===== src/rtl/map_pkg.sv =====
// map_pkg: shared map geometry, tile codes, arbiter state encoding and the
// tile extract/insert helpers used by the map RMW arbiter.
package map_pkg;

    localparam int MAP_ROWS  = 30;
    localparam int MAP_COLS  = 40;
    localparam int TILE_W    = 4;
    localparam int ROW_W     = 160;
    localparam int ROW_IDX_W = 5;
    localparam int COL_IDX_W = 6;

    typedef enum logic [TILE_W-1:0] {
        TILE_EMPTY  = 4'h0,
        TILE_WALL   = 4'h1,
        TILE_DOT    = 4'h2,
        TILE_PILL   = 4'h3,
        TILE_PACMAN = 4'h4,
        TILE_GHOST  = 4'h5
    } tile_t;

    typedef enum logic [2:0] {
        ST_IDLE,
        ST_READ,
        ST_WAIT,
        ST_WRITE,
        ST_DONE
    } arb_state_t;

    // Column 0 lives in the MSBs: shifting left by 4*col brings the wanted
    // tile to the top nibble.
    function automatic logic [TILE_W-1:0] get_tile(input logic [ROW_W-1:0] row,
                                                   input logic [COL_IDX_W-1:0] col);
        logic [ROW_W-1:0] sh;
        sh = row << {col, 2'b00};
        return sh[ROW_W-1 -: TILE_W];
    endfunction

    // Replace one tile, leaving the other 156 bits untouched.
    function automatic logic [ROW_W-1:0] put_tile(input logic [ROW_W-1:0]     row,
                                                  input logic [COL_IDX_W-1:0] col,
                                                  input logic [TILE_W-1:0]    tile);
        logic [ROW_W-1:0] mask;
        logic [ROW_W-1:0] val;
        mask = {{TILE_W{1'b1}}, {(ROW_W-TILE_W){1'b0}}} >> {col, 2'b00};
        val  = {tile, {(ROW_W-TILE_W){1'b0}}} >> {col, 2'b00};
        return (row & ~mask) | val;
    endfunction

endpackage


===== src/rtl/map_rmw_arbiter_if.sv =====
// map_rmw_arbiter_if: requester-side and RAM port-B signals of the map RMW
// arbiter.
//   req/req_row/req_col/req_tile : per-client request level and operands
//   grant/done                   : one-hot grant (whole transaction), done pulse
//   old_tile/err                 : result, valid in the done cycle
//   busy                         : arbiter not idle
//   ram_addr/ram_wrdata/ram_wren : port-B address, write data, write enable
//   ram_rddata                   : port-B read data
// slave = arbiter side, master = requesters + RAM side.
interface map_rmw_arbiter_if #(
    parameter int NUM_REQ = 3
);
    import map_pkg::*;

    logic [NUM_REQ-1:0]           req;
    logic [NUM_REQ*ROW_IDX_W-1:0] req_row;
    logic [NUM_REQ*COL_IDX_W-1:0] req_col;
    logic [NUM_REQ*TILE_W-1:0]    req_tile;
    logic [NUM_REQ-1:0]           grant;
    logic [NUM_REQ-1:0]           done;
    logic [TILE_W-1:0]            old_tile;
    logic                         err;
    logic                         busy;
    logic [ROW_IDX_W-1:0]         ram_addr;
    logic [ROW_W-1:0]             ram_wrdata;
    logic                         ram_wren;
    logic [ROW_W-1:0]             ram_rddata;

    modport slave (
        input  req, req_row, req_col, req_tile, ram_rddata,
        output grant, done, old_tile, err, busy, ram_addr, ram_wrdata, ram_wren
    );

    modport master (
        output req, req_row, req_col, req_tile, ram_rddata,
        input  grant, done, old_tile, err, busy, ram_addr, ram_wrdata, ram_wren
    );

endinterface


===== src/rtl/map_rmw_arbiter_rr_arbiter.sv =====
// rr_arbiter: combinational round-robin picker.
//   i_req    : request vector
//   i_ptr    : highest-priority index this round
//   i_enable : when low, no grant is produced
//   o_grant  : one-hot grant
//   o_winner : index of the granted requester
module rr_arbiter #(
    parameter int NUM_REQ = 3,
    parameter int IDX_W   = (NUM_REQ > 1) ? $clog2(NUM_REQ) : 1
) (
    input  logic [NUM_REQ-1:0] i_req,
    input  logic [IDX_W-1:0]   i_ptr,
    input  logic               i_enable,
    output logic [NUM_REQ-1:0] o_grant,
    output logic [IDX_W-1:0]   o_winner
);

    logic w_found;
    int   w_idx;

    // Scan NUM_REQ slots starting at i_ptr, wrapping; first set bit wins.
    always_comb begin
        o_grant  = '0;
        o_winner = '0;
        w_found  = 1'b0;
        w_idx    = 0;
        if (i_enable) begin
            for (int k = 0; k < NUM_REQ; k++) begin
                w_idx = (int'(i_ptr) + k) % NUM_REQ;
                if (!w_found && i_req[w_idx]) begin
                    w_found         = 1'b1;
                    o_grant[w_idx]  = 1'b1;
                    o_winner        = IDX_W'(w_idx);
                end
            end
        end
    end

endmodule


===== src/rtl/map_rmw_arbiter.sv =====
// map_rmw_arbiter: shares map RAM port B between tile-update clients; each
// request is one atomic read-modify-write of a 4-bit tile in a 160-bit row,
// returning the overwritten tile.
//   CLOCK_50 : clock
//   reset_n  : async active-low reset; abandons any in-flight transaction
//   bus      : map_rmw_arbiter_if.slave (requests, results, RAM port B)
module map_rmw_arbiter
    import map_pkg::*;
#(
    parameter int NUM_REQ = 3,
    parameter int RD_LAT  = 2,
    parameter int ROWS    = MAP_ROWS,
    parameter int COLS    = MAP_COLS
) (
    input  logic              CLOCK_50,
    input  logic              reset_n,
    map_rmw_arbiter_if.slave  bus
);

    localparam int IDX_W = (NUM_REQ > 1) ? $clog2(NUM_REQ) : 1;
    localparam int CNT_W = 2;
    localparam logic [ROW_IDX_W-1:0] ROW_LIM = ROW_IDX_W'(ROWS);
    localparam logic [COL_IDX_W-1:0] COL_LIM = COL_IDX_W'(COLS);

    arb_state_t r_state, w_state_nxt;

    logic [NUM_REQ-1:0]   r_grant;
    logic [NUM_REQ-1:0]   r_done;
    logic [IDX_W-1:0]     r_win;
    logic [IDX_W-1:0]     r_rr_ptr;
    logic [COL_IDX_W-1:0] r_col;
    logic [TILE_W-1:0]    r_tile;
    logic [TILE_W-1:0]    r_old;
    logic                 r_err;
    logic [CNT_W-1:0]     r_cnt;
    logic [ROW_IDX_W-1:0] r_addr;
    logic [ROW_W-1:0]     r_wrdata;
    logic                 r_wren;

    logic [NUM_REQ-1:0]   w_gnt;
    logic [IDX_W-1:0]     w_win;
    logic                 w_arb_en;
    logic [ROW_IDX_W-1:0] w_row_a  [NUM_REQ];
    logic [COL_IDX_W-1:0] w_col_a  [NUM_REQ];
    logic [TILE_W-1:0]    w_tile_a [NUM_REQ];
    logic [ROW_IDX_W-1:0] w_row;
    logic [COL_IDX_W-1:0] w_col;
    logic [TILE_W-1:0]    w_tile;
    logic                 w_oor;
    logic [TILE_W-1:0]    w_rd_tile;

    for (genvar g = 0; g < NUM_REQ; g++) begin : g_unpack
        assign w_row_a[g]  = bus.req_row[g*ROW_IDX_W +: ROW_IDX_W];
        assign w_col_a[g]  = bus.req_col[g*COL_IDX_W +: COL_IDX_W];
        assign w_tile_a[g] = bus.req_tile[g*TILE_W +: TILE_W];
    end

    assign w_arb_en = (r_state == ST_IDLE);

    rr_arbiter #(
        .NUM_REQ (NUM_REQ),
        .IDX_W   (IDX_W)
    ) u_rr (
        .i_req    (bus.req),
        .i_ptr    (r_rr_ptr),
        .i_enable (w_arb_en),
        .o_grant  (w_gnt),
        .o_winner (w_win)
    );

    assign w_row     = w_row_a[w_win];
    assign w_col     = w_col_a[w_win];
    assign w_tile    = w_tile_a[w_win];
    assign w_oor     = (w_row >= ROW_LIM) || (w_col >= COL_LIM);
    assign w_rd_tile = get_tile(bus.ram_rddata, r_col);

    // State register
    always_ff @(posedge CLOCK_50 or negedge reset_n) begin
        if (!reset_n) r_state <= ST_IDLE;
        else          r_state <= w_state_nxt;
    end

    // Next state; out-of-range requests bypass the RAM entirely.
    always_comb begin
        w_state_nxt = r_state;
        case (r_state)
            ST_IDLE:  if (|bus.req) w_state_nxt = w_oor ? ST_DONE : ST_READ;
            ST_READ:  w_state_nxt = ST_WAIT;
            ST_WAIT:  if (r_cnt == '0) w_state_nxt = ST_WRITE;
            ST_WRITE: w_state_nxt = ST_DONE;
            ST_DONE:  w_state_nxt = ST_IDLE;
            default:  w_state_nxt = ST_IDLE;
        endcase
    end

    // Datapath. Operands are latched once in IDLE so requesters may change
    // their inputs freely while a transaction runs.
    always_ff @(posedge CLOCK_50 or negedge reset_n) begin
        if (!reset_n) begin
            r_grant  <= '0;
            r_done   <= '0;
            r_win    <= '0;
            r_rr_ptr <= '0;
            r_col    <= '0;
            r_tile   <= '0;
            r_old    <= '0;
            r_err    <= 1'b0;
            r_cnt    <= '0;
            r_addr   <= '0;
            r_wrdata <= '0;
            r_wren   <= 1'b0;
        end else begin
            r_done <= '0;
            case (r_state)
                ST_IDLE: begin
                    if (|bus.req) begin
                        r_grant <= w_gnt;
                        r_win   <= w_win;
                        r_col   <= w_col;
                        r_tile  <= w_tile;
                        r_old   <= '0;
                        if (w_oor) begin
                            r_err  <= 1'b1;
                            r_done <= w_gnt;
                        end else begin
                            r_err  <= 1'b0;
                            r_addr <= w_row;
                        end
                    end
                end
                ST_READ: r_cnt <= CNT_W'(RD_LAT - 1);
                ST_WAIT: begin
                    if (r_cnt == '0) begin
                        r_old    <= w_rd_tile;
                        r_wrdata <= put_tile(bus.ram_rddata, r_col, r_tile);
                        // Rewriting an identical tile is pointless; skip it.
                        r_wren   <= (r_tile != w_rd_tile);
                    end else begin
                        r_cnt <= r_cnt - 1'b1;
                    end
                end
                ST_WRITE: begin
                    r_wren <= 1'b0;
                    r_done <= r_grant;
                end
                ST_DONE: begin
                    r_grant  <= '0;
                    r_rr_ptr <= (r_win == IDX_W'(NUM_REQ - 1)) ? '0 : r_win + 1'b1;
                end
                default: ;
            endcase
        end
    end

    assign bus.grant      = r_grant;
    assign bus.done       = r_done;
    assign bus.old_tile   = r_old;
    assign bus.err        = r_err;
    assign bus.busy       = (r_state != ST_IDLE);
    assign bus.ram_addr   = r_addr;
    assign bus.ram_wrdata = r_wrdata;
    assign bus.ram_wren   = r_wren;

endmodule


===== src/flat_wrapper.sv =====
// flat-port wrapper written by rule: the top's interface ports become plain ports
module map_rmw_arbiter_flat import map_pkg::*;
#(
    parameter int NUM_REQ = 3,
    parameter int RD_LAT  = 2,
    parameter int ROWS    = MAP_ROWS,
    parameter int COLS    = MAP_COLS
)
  (CLOCK_50, reset_n, bus_req, bus_req_row, bus_req_col, bus_req_tile, bus_ram_rddata, bus_grant, bus_done, bus_old_tile, bus_err, bus_busy, bus_ram_addr, bus_ram_wrdata, bus_ram_wren);
  map_rmw_arbiter_if #(.NUM_REQ(NUM_REQ)) bus_i ();
  input  logic CLOCK_50;
  input  logic reset_n;
  input wire logic [$bits(bus_i.req)-1:0] bus_req;
  input wire logic [$bits(bus_i.req_row)-1:0] bus_req_row;
  input wire logic [$bits(bus_i.req_col)-1:0] bus_req_col;
  input wire logic [$bits(bus_i.req_tile)-1:0] bus_req_tile;
  input wire logic [$bits(bus_i.ram_rddata)-1:0] bus_ram_rddata;
  output wire logic [$bits(bus_i.grant)-1:0] bus_grant;
  output wire logic [$bits(bus_i.done)-1:0] bus_done;
  output wire logic [$bits(bus_i.old_tile)-1:0] bus_old_tile;
  output wire logic [$bits(bus_i.err)-1:0] bus_err;
  output wire logic [$bits(bus_i.busy)-1:0] bus_busy;
  output wire logic [$bits(bus_i.ram_addr)-1:0] bus_ram_addr;
  output wire logic [$bits(bus_i.ram_wrdata)-1:0] bus_ram_wrdata;
  output wire logic [$bits(bus_i.ram_wren)-1:0] bus_ram_wren;
  assign bus_i.req = bus_req;
  assign bus_i.req_row = bus_req_row;
  assign bus_i.req_col = bus_req_col;
  assign bus_i.req_tile = bus_req_tile;
  assign bus_i.ram_rddata = bus_ram_rddata;
  assign bus_grant = bus_i.grant;
  assign bus_done = bus_i.done;
  assign bus_old_tile = bus_i.old_tile;
  assign bus_err = bus_i.err;
  assign bus_busy = bus_i.busy;
  assign bus_ram_addr = bus_i.ram_addr;
  assign bus_ram_wrdata = bus_i.ram_wrdata;
  assign bus_ram_wren = bus_i.ram_wren;
  map_rmw_arbiter #(.NUM_REQ(NUM_REQ), .RD_LAT(RD_LAT), .ROWS(ROWS), .COLS(COLS)) u_core (.CLOCK_50(CLOCK_50), .reset_n(reset_n), .bus(bus_i));
endmodule

===== config.mk =====
export PLATFORM = sky130hd
export DESIGN_NAME = map_rmw_arbiter_flat
export DESIGN_NICKNAME = d
export VERILOG_FILES = /design/src/rtl/map_pkg.sv /design/src/rtl/map_rmw_arbiter_if.sv /design/src/rtl/map_rmw_arbiter_rr_arbiter.sv /design/src/rtl/map_rmw_arbiter.sv /design/src/flat_wrapper.sv
export SDC_FILE = /design/constraint.sdc
export NUM_CORES = 1
export LEC_CHECK = 0
export ABC_AREA = 1
export BUFFER_PORTS_ARGS = -buffer_cell sky130_fd_sc_hd__buf_2
export CORE_AREA = 2 2 152 154
export CTS_CLUSTER_DIAMETER = 150
export CTS_CLUSTER_SIZE = 24
export DETAILED_ROUTE_END_ITERATION = 7
export DIE_AREA = 0 0 154 156
export PLACE_DENSITY = 0.81
export SYNTH_ARGS = -nofsm -noshare
export SYNTH_HDL_FRONTEND = slang
export SYNTH_HIERARCHICAL = 1
export SYNTH_SLANG_ARGS = --single-unit
export TNS_END_PERCENT = 20

===== constraint.sdc =====
create_clock -name CLOCK_50 -period 5 [get_ports CLOCK_50]
set_input_delay 0.25 -clock CLOCK_50 [delete_from_list [all_inputs] [get_ports CLOCK_50]]
set_output_delay 0.25 -clock CLOCK_50 [all_outputs]
set_load 0.01 [all_outputs]

==> results of run 1 <==
-- critical path: stages (launching register included) --
cell,delay (ps)
dfrtp_1,400
inv_1,80
ha_1,430
inv_2,90
nand2_1,100
nand3_1,70
nand2_1,120
nand2_1,60
nand2_1,80
nand2_1,70
a21oi_1,720
inv_4,120
nor2_4,310
nand2_1,90
o21ai_0,150
nand4_1,170
nand2_2,190
nor2_4,90
mux2_1,320
-- placed cells by master (no fill, tap or decap), drive strengths merged --
| cell | Yosys | routed |
|---|---|---|
| a2111oi | 1 | 1 |
| a21oi | 103 | 103 |
| a22oi | 8 | 8 |
| buf | 59 | 402 |
| bufinv | 0 | 1 |
| clkbuf | 31 | 19 |
| clkinv | 4 | 7 |
| clkinvlp | 0 | 1 |
| dfrtp | 196 | 196 |
| diode | 0 | 4 |
| dlygate4sd3 | 0 | 1 |
| ha | 5 | 5 |
| inv | 126 | 135 |
| mux2 | 4 | 4 |
| nand2 | 438 | 438 |
| nand3 | 91 | 91 |
| nand3b | 1 | 1 |
| nand4 | 15 | 15 |
| nor2 | 246 | 246 |
| nor3 | 9 | 9 |
| o211ai | 8 | 8 |
| o21a | 6 | 6 |
| o21ai | 288 | 288 |
| o31ai | 1 | 1 |
| or2 | 3 | 3 |
-- per-layer routing --
layer | global-route usage, % | vias to the layer above | part of all wire, % | wire (um)
met2 | 60.0 | 953 | 46 | 21200
li1 | - | 5999 | - | -
met3 | 10.6 | 157 | 12 | 5580
met5 | 0 | - | 0 | 0
met4 | 20.3 | 0 | 5.1 | 2380
met1 | 46.4 | 5961 | 37 | 17200
-- final cells by class --
cell class | instances | share of cell area, %
sequential | 196 | 35.1
multi-input combinational | 1227 | 39.6
tap | 285 | 2.55
timing repair buffer | 404 | 14.9
clock inverter | 14 | 1.14
antenna | 4 | 0.0715
clock buffer | 18 | 3.07
inverter | 130 | 3.58
-- sequential cells by signal (all words and copies together) (netlist names), 2 cells and up --
signal	count
u_core/bus.grant	3
u_core/bus.done	3
u_core/bus.ram_addr	5
u_core/r_col	6
u_core/bus.old_tile	4
u_core/r_state	3
u_core/r_win	2
u_core/bus.ram_wrdata	160
u_core/r_rr_ptr	2
u_core/r_cnt	2
u_core/r_tile	4
-- timing repair --
| action | in CTS | in global routing |
|---|---|---|
| hold endpoints to repair | 110 | 0 |
| hold buffers | 1 | 0 |
| buffers inserted | 0 | 0 |
| endpoints found under the setup margin | 0 | 0 |
-- worst max path at each step --
stage | startpoint | to | slack, ps | depth (start not counted)
floorplan | u_core/r_rr_ptr[0] | u_core/bus.ram_addr[4] | 2210 | 19
global placement | u_core/r_rr_ptr[0] | u_core/bus.ram_addr[4] | 1460 | 18
detailed placement | u_core/r_rr_ptr[0] | u_core/bus.ram_addr[4] | 1340 | 18
CTS | u_core/r_rr_ptr[0] | u_core/bus.ram_addr[4] | 1320 | 18
global route | u_core/r_rr_ptr[0] | u_core/bus.ram_addr[4] | 1050 | 18
finish | u_core/r_rr_ptr[0] | u_core/bus.ram_addr[4] | 1240 | 18
-- stage by stage --
stage	util (%)	std cells	setup slack (ps)	power, W
floorplan	-	1643	2210	0.00591
global placement	59.8	2241	1460	0.00759
detailed placement	59.8	2241	1340	0.00770
CTS	62.5	2274	1320	0.00913
global route	62.6	2278	1050	0.00984
finish	62.6	2278	1240	0.00925
-- cells by family (layout without fill, tap and decap cells) --
| family | after synthesis | in the layout |
|---|---|---|
| simple gates | 803 | 803 |
| compound gates | 415 | 415 |
| buf+inv | 220 | 566 |
| flops | 196 | 196 |
| fa+ha+maj | 5 | 5 |
| mux | 4 | 4 |
| other cells | 0 | 4 |
-- report_power, final --
part	switching, W	internal, W
clock network	0.000699	0.000716
registers	0.000509	0.00235
logic	0.00338	0.00159
==> impl_metrics.yaml, run 1 <==
synthesis:
  synth-main-ff-cell: "dfrtp_1"
  synth_compound_area_share_pct: 18.8
  syn_nets: 1858
  synth_xor_xnor_area_share_pct: 0
  ys_warn_count: 6
  synth_top_family_by_area: "simple AND/OR/NAND/NOR gates"
  synth_top_cell_by_area: "dfrtp_1"
  ys_top_cells_by_area: "dfrtp_1 (43%), nand2_1 (14%), o21ai_0 (11%)"
  syn_avg_cell_area_um2: 6.94
  synth.mux.area_fraction_pct: 0.494
  synth_top_area_share_pct: 43.0
  synth-simple-area-share_pct: 28.7
  syn_area_um2: 11400
  synth_seq_cells: 196
  synth_edf_count: 0
  ys_seq_area_share_pct: 43.0
  yosysUniqueCellTypes: 36
  ys_top_cells_by_count: "nand2_1 (435), o21ai_0 (261), nor2_1 (237)"
  synth_fa_ha_area_share_pct: 0.549
  synthArstFlopShare_pct: 100
  synth_cells: 1643
  synth_most_common_cell: "nand2_1"
detailed_routing:
  drt-initial-drc-count: 1342
  wl_per_cell_um: 20.3
  routed_via_density: 5.74
  dr_total_vias: 13100
  ant_nets: 0
  drt-total-wl_mm: 46.3
  drc_errors: 0
  dr.pass1.iters: 6
cells_and_area:
  final_nets: 2191
  register_area_um2: 4910
  area_growth_pct: 22.8
  fillers: 2099
  drive_above_1_share_pct: 23.7
  multi_input_comb_area_um2: 5540
  stdcell_area_um2: 14000
worst_hold_path:
  holdPathStages: 3
  min_from: "bus_ram_rddata[149]"
  hp-class: "input pin to flip-flop"
  min_to: "u_core/bus.ram_wrdata[149]"
floorplanning:
  die_h_um: 156
  coreArea_um2: 22400
  die-area_um2: 24000
  die_w_um: 154
  initial_core_util_pct: 51.0
  pin_count: 388
  num_rows: 55
sta:
  finalClockSkew_ps: 13.9
  drv_slew: 0
  setup_viol: 0
  whs_ps: 58.2
  clock.fmax_ghz: 0.266
  setup_tns_ps: 0
  worst_pin_slew_ps: 1100
  fin_crit_sh_pct: 75.3
  period_needed_ps: 3760
  relSlewSlack_pct: 26.9
  rsz0062_at_grt: "false"
  finalHoldViolCount: 0
worst_setup_path:
  reg2reg_depth: 18
  start_kind: "flip-flop"
  crit_type: "flip-flop to flip-flop"
  reg2reg_from: "u_core/r_rr_ptr[0]"
  cp-end-kind: "flip-flop"
  cp_max_fo: 15
  rrSetupSlack_ps: 1240
  worstPathRequired_ps: 5330
  r2r-end: "u_core/bus.ram_addr[4]"
  arrival_ps: 4090
status:
  outcome: "complete, no violations"
cts:
  cts.path.max_buffers: 2
  clk_pin_slew_ps: 70
  cts_tree: "built"
  cts_buffers: 17
  root_buffer: "clkbuf_16"
  clock_latency_ps: 450
  cts.sinks: 196
  ctsHtreeMaxLevel: 4
  ctsResizeCount: 0
global_routing:
  track_usage_pct: 37.6
  grt_pass1_wl_mm: 68.9
  grt_overflow: 0
  grt_start_max_net_pins: 112
  grt_pass1_vias: 12300
  grt_antenna_before_repair: 5
power_and_ir_drop:
  p_leak_nw: 7.22
  ir_drop_mv: 0.416
  p_per_area_nw_per_um2: 661
placed_design:
  numPortBuffers: 387
  placed_cell_area_um2: 13400
  dpl.hpwl_mm: 34.0
  routabilityCongestion: 1.07
flow_run:
  drv_cap: 0
Power figures use the tool's default switching activity.
==> run 2, diff against run 1 <==
--- a/config.mk
+++ b/config.mk
@@ -7,11 +7,10 @@
 export LEC_CHECK = 0
 export ABC_AREA = 1
 export BUFFER_PORTS_ARGS = -buffer_cell sky130_fd_sc_hd__buf_2
-export CORE_AREA = 2 2 152 154
+export CORE_UTILIZATION = 51
 export CTS_CLUSTER_DIAMETER = 150
 export CTS_CLUSTER_SIZE = 24
 export DETAILED_ROUTE_END_ITERATION = 7
-export DIE_AREA = 0 0 154 156
 export PLACE_DENSITY = 0.81
 export SYNTH_ARGS = -nofsm -noshare
 export SYNTH_HDL_FRONTEND = slang
==> constraint.sdc (replaced) <==
create_clock -name CLOCK_50 -period 3.8 [get_ports CLOCK_50]
set_input_delay 0.19 -clock CLOCK_50 [delete_from_list [all_inputs] [get_ports CLOCK_50]]
set_output_delay 0.19 -clock CLOCK_50 [all_outputs]
set_load 0.01 [all_outputs]
==> run 2 against run 1 <==
  * Sequential cell count unchanged
  * Clock skew grew 1.8 ps
  * Sequential power up 33%
  * Count of clock-buffer cells in the layout fell by 1
  * Hold slack got worse by 23 ps
  * Wire length shrank 2.9%
==> impl_metrics.yaml, run 2 (synthesis results as in run 1) <==
worst_setup_path:
  start_kind: "flip-flop"
  cp_max_fo: 15
  cpMostUsedCell: "nand2_1"
  cp_slowest_stage_delay_ps: 430
  cp_num_buf_inv: 3
  worstPathCellList: "inv_1 > ha_1 > inv_2 > nand2_1 > nand3_1 > nand2_1 > nand2_1 > nand2_1 > nand2_1 > a21oi_1 > inv_4 > nor2_4 > nand2_1 > o21ai_0 > nand4_1 > nand2_2 > nor2_4 > mux2_1"
  worstPathRequired_ps: 4120
  cpMaxStageDelayCell: "ha_1"
  crit_type: "flip-flop to flip-flop"
  cp-end-kind: "flip-flop"
  arrival_ps: 3590
  crit_family: "simple AND/OR/NAND/NOR gates"
sta:
  worst_pin_slew_ps: 1060
  drv_slew: 0
  finalHoldViolCount: 0
  setup_viol: 0
  period_needed_ps: 3270
  setup_tns_ps: 0
  fin_crit_sh_pct: 86.2
  relSlewSlack_pct: 29.3
  rsz0062_at_grt: "false"
  clock.fmax_ghz: 0.305
  finalClockSkew_ps: 15.6
detailed_routing:
  wl_per_cell_um: 19.7
  dr_total_vias: 13000
  routed_via_density: 5.69
  drt-total-wl_mm: 45.0
  dr.pass1.iters: 5
  drt-initial-drc-count: 1226
  drc_errors: 0
  ant_nets: 0
cells_and_area:
  final_nets: 2195
  drive_above_1_share_pct: 23.8
  final_common_cell: "nand2_1"
  register_area_um2: 4910
  fillers: 2045
  area_growth_pct: 23.3
  largest_reg_flops: 160
  multi_input_comb_area_um2: 5540
  final_cell_mix: "nand2_1 (435), buf_2 (386), o21ai_0 (261)"
global_routing:
  grt_antenna_before_repair: 8
  grt_pass1_wl_mm: 66.0
  grt_overflow: 0
  grt_start_max_net_pins: 106
  grt_pass1_vias: 12100
  track_usage_pct: 38.7
worst_hold_path:
  hp-class: "input pin to flip-flop"
floorplanning:
  die_w_um: 151
  pin_count: 388
  die-area_um2: 22900
  coreArea_um2: 21900
  die_h_um: 151
  initial_core_util_pct: 52.1
  num_rows: 54
cts:
  cts_buffers: 17
  clk_pin_slew_ps: 70
  ctsHtreeMaxLevel: 4
  root_buffer: "clkbuf_16"
  clock_latency_ps: 440
  cts.path.max_buffers: 2
  cts.sinks: 196
  cts_tree: "built"
placed_design:
  routabilityCongestion: 1.02
  dpl.hpwl_mm: 33.4
  numPortBuffers: 387
flow_run:
  drv_cap: 0
power_and_ir_drop:
  ir_drop_mv: 0.492
  p_per_area_nw_per_um2: 862
  finalPower_w: 0.0121
  p_leak_nw: 7.24
status:
  outcome: "complete, no violations"
[run 2: cell types whose count changed in the layout (fill, tap and decap cells not counted), sizes merged]
cell         delta
clkinv          +2
diode           +8
inv             -2
dlygate4sd3     +1
clkbuf          -1
buf             +3
[run 2: cell type report]
| cell class | instances | share of cell area, % |
|---|---|---|
| clock buffer | 17 | 3.03 |
| inverter | 130 | 3.56 |
| antenna | 12 | 0.214 |
| timing repair buffer | 408 | 15.2 |
| sequential | 196 | 34.9 |
| clock inverter | 14 | 1.16 |
| multi-input combinational | 1227 | 39.4 |
| tap | 280 | 2.49 |
[run 2: stage by stage]
stage	std cells	utilization (%)	cell area, um^2	setup slack [ps]	hold WS (ps)
after global placement	2239	61.3	13400	659	349
after global routing	2279	64.1	14000	237	33.8
final	2284	64.2	14000	526	35.3
after floorplan	1643	-	11400	1010	-106
after CTS	2272	64.0	14000	579	5.40
after detailed placement	2239	61.3	13400	592	357
[run 2: final timing paths]
check | start | to | slack (ps) | cells past startpoint
max in group asynchronous | reset_n | u_core/r_rr_ptr[1] | 2390 | 3
min in group asynchronous | reset_n | u_core/bus.ram_wrdata[23] | 410 | 2
max reg2reg | u_core/r_rr_ptr[0] | u_core/bus.ram_addr[4] | 530 | 18
max | u_core/r_rr_ptr[0] | u_core/bus.ram_addr[4] | 530 | 18
min reg2reg | u_core/bus.ram_wrdata[141] | u_core/bus.ram_wrdata[141] | 480 | 2
min | bus_ram_rddata[157] | u_core/bus.ram_wrdata[157] | 40 | 3
[run 2: per-layer routing]
layer / share of wire, % / up-vias / global-route usage, %
li1: - / 6036 / -
met1: 37 / 5963 / 48.1
met2: 47 / 858 / 62.9
met3: 11 / 127 / 9.31
met4: 4.1 / 2 / 19.0
met5: 0.018 / - / 0
[run 2: tightest hold or removal path, cell delays in order]
cell     delay [ps]
buf_2            90
o21ai_0          90
nand2_1          60
[run 2: where the power goes]
group | total [W] | internal, W | leakage (nW) | switching (W)
Combinational | 0.00648 | 0.00212 | 4.58 | 0.00436
Clock | 0.00184 | 0.000938 | 0.287 | 0.000899
Sequential | 0.00380 | 0.00309 | 2.38 | 0.000709
[run 2: what timing repair did]
action / CTS / global route
setup endpoints to repair: 0 / 0
hold buffers: 2 / 0
endpoints found under the hold margin: 104 / 0
buffers inserted: 0 / 0
resized for setup: 0 / 0
==> run 3, diff against run 2 <==
--- a/config.mk
+++ b/config.mk
@@ -11,6 +11,7 @@
 export CTS_CLUSTER_DIAMETER = 150
 export CTS_CLUSTER_SIZE = 24
 export DETAILED_ROUTE_END_ITERATION = 7
+export MAX_ROUTING_LAYER = met4
 export PLACE_DENSITY = 0.81
 export SYNTH_ARGS = -nofsm -noshare
 export SYNTH_HDL_FRONTEND = slang
==> run 3 against run 2 <==
  * Clock skew about the same
  * Clock power increased by 2%
  * Core utilization about the same
  * First-iteration DRC count rose by 12%
  * Non-clock buffer count up 2
  * Combinational power is 2% higher
  * Maximum frequency up 0.28%
  * Sequential cell count did not move
  * Wire length grew 1.1%
  * Critical path type unchanged
==> impl_metrics.yaml, run 3 (synthesis results as in run 1) <==
worst_hold_path:
  hp-class: "input pin to flip-flop"
  holdPathStages: 3
  min_from: "bus_ram_rddata[150]"
detailed_routing:
  ant_nets: 0
  drc_errors: 0
  dr_total_vias: 13100
  routed_via_density: 5.73
  drt-total-wl_mm: 45.5
  dr.pass1.iters: 6
  wl_per_cell_um: 19.9
  drt-initial-drc-count: 1379
global_routing:
  grt_overflow: 0
  grt_pass1_wl_mm: 67.1
  grt_start_max_net_pins: 148
  track_usage_pct: 40.6
  grt_pass1_vias: 12300
  grt_antenna_before_repair: 7
cells_and_area:
  area_growth_pct: 23.4
  final_cell_mix: "nand2_1 (435), buf_2 (386), o21ai_0 (261)"
  final_nets: 2197
  drive_above_1_share_pct: 23.9
  final_common_cell: "nand2_1"
  fillers: 1990
  largest_reg_flops: 160
worst_setup_path:
  cp.depth: 18
  cpMostUsedCell: "nand2_1"
  crit_path_start: "u_core/r_rr_ptr[0]"
  start_kind: "flip-flop"
  cp-end-kind: "flip-flop"
  reg2reg_from: "u_core/r_rr_ptr[0]"
  crit_type: "flip-flop to flip-flop"
  worstPathRequired_ps: 4120
  reg2reg_depth: 18
  crit_family: "simple AND/OR/NAND/NOR gates"
  arrival_ps: 3590
  cp_max_fo: 15
  cpMaxStageDelayCell: "ha_1"
  cp_num_buf_inv: 3
  worstPathCellList: "inv_1 > ha_1 > inv_2 > nand2_1 > nand3_1 > nand2_1 > nand2_1 > nand2_1 > nand2_1 > a21oi_1 > inv_4 > nor2_4 > nand2_1 > o21ai_0 > nand4_1 > nand2_2 > nor2_4 > mux2_1"
  cp_slowest_stage_delay_ps: 430
cts:
  cts_tree: "built"
  root_buffer: "clkbuf_16"
  ctsHtreeMaxLevel: 4
  clk_pin_slew_ps: 80
  clock_latency_ps: 450
  cts.path.max_buffers: 2
  cts_buffers: 17
  cts.sinks: 196
  postCtsSetupBuffers: 0
sta:
  clock.fmax_ghz: 0.306
  period_needed_ps: 3270
  relSlewSlack_pct: 30.0
  setup_viol: 0
  setup_tns_ps: 0
  drv_slew: 0
  worst_pin_slew_ps: 1050
  fin_crit_sh_pct: 85.9
  finalHoldViolCount: 0
  finalClockSkew_ps: 15.1
  whs_ps: 16.5
  rsz0062_at_grt: "false"
  worst_slack_ps: 535
status:
  outcome: "complete, no violations"
placed_design:
  routabilityCongestion: 1.01
  dpl.hpwl_mm: 33.3
  numPortBuffers: 387
  dp_slack_ps: 566
floorplanning:
  coreArea_um2: 21900
  pin_count: 388
  die_w_um: 151
  die_h_um: 151
  initial_core_util_pct: 52.1
  num_rows: 54
  die-area_um2: 22900
power_and_ir_drop:
  p_leak_nw: 7.25
  ir_drop_mv: 0.486
  p_per_area_nw_per_um2: 871
flow_run:
  drv_cap: 0
==> run 3: changes by cell type in the layout (fill, tap and decap cells not counted) <==
cell,delta
clkinvlp_4,-1
dlygate4sd3_1,-1
clkbuf_8,+1
buf_12,-1
inv_6,-1
inv_8,+1
buf_4,+4
diode_2,-1
clkbuf_1,+1
==> run 3: layer usage <==
layer | track usage, % | vias up | routed length [um]
li1 | - | 6023 | -
met1 | 49.1 | 6050 | 17100
met2 | 63.4 | 907 | 21400
met3 | 9.49 | 126 | 5120
met4 | 20.6 | 0 | 1860
met5 | - | - | 0
==> run 3: worst reg2reg max path, delay by kind of cell, from the launching register on <==
kind            cells  cell delay [ps]
flops               1              390
mux                 1              330
simple gates       11             1280
fa+ha+maj           1              430
compound gates      2              450
buf+inv             3              270
==> run 3: through the flow <==
stage	std cells	utilization, %	instance area (um^2)	power [W]
final	2286	64.2	14100	0.0122
after global routing	2282	64.2	14000	0.0131
after CTS	2275	64.1	14000	0.0121
after detailed placement	2242	61.3	13400	0.0102
after global placement	2242	61.3	13400	0.0101
after floorplan	1643	-	11400	0.00778
==> run 3: where the power goes <==
| group | total, W | internal (W) | switching, W |
|---|---|---|---|
| Clock | 0.00188 | 0.000962 | 0.000921 |
| Sequential | 0.00377 | 0.00309 | 0.000679 |
| Combinational | 0.00659 | 0.00213 | 0.00445 |
| Total | 0.0122 | 0.00619 | 0.00605 |
==> run 3: path summary, 6_finish.rpt <==
check / end / slack (ps)
max in group asynchronous: u_core/bus.ram_wrdata[135] / 2280
min: u_core/bus.ram_wrdata[150] / 20
max: u_core/bus.ram_addr[4] / 530
min reg2reg: u_core/bus.ram_wrdata[6] / 480
max reg2reg: u_core/bus.ram_addr[4] / 530
min in group asynchronous: u_core/bus.ram_wrdata[23] / 330
==> run 3: final cells by class <==
type                       count  area, um^2  area share [%]
clock buffer                  19         443            3.15
inverter                     130         500            3.56
tap                          280         350            2.49
timing repair buffer         410        2130            15.2
multi-input combinational   1227        5540            39.4
antenna                       11        27.5           0.196
sequential                   196        4910            34.9
clock inverter                13         158            1.12
==> run 3: what timing repair did <==
action                                  CTS  global route
endpoints found under the hold margin    72             0
hold buffers                              1             0
endpoints found under the setup margin    0             0
gates resized for setup                   0             0
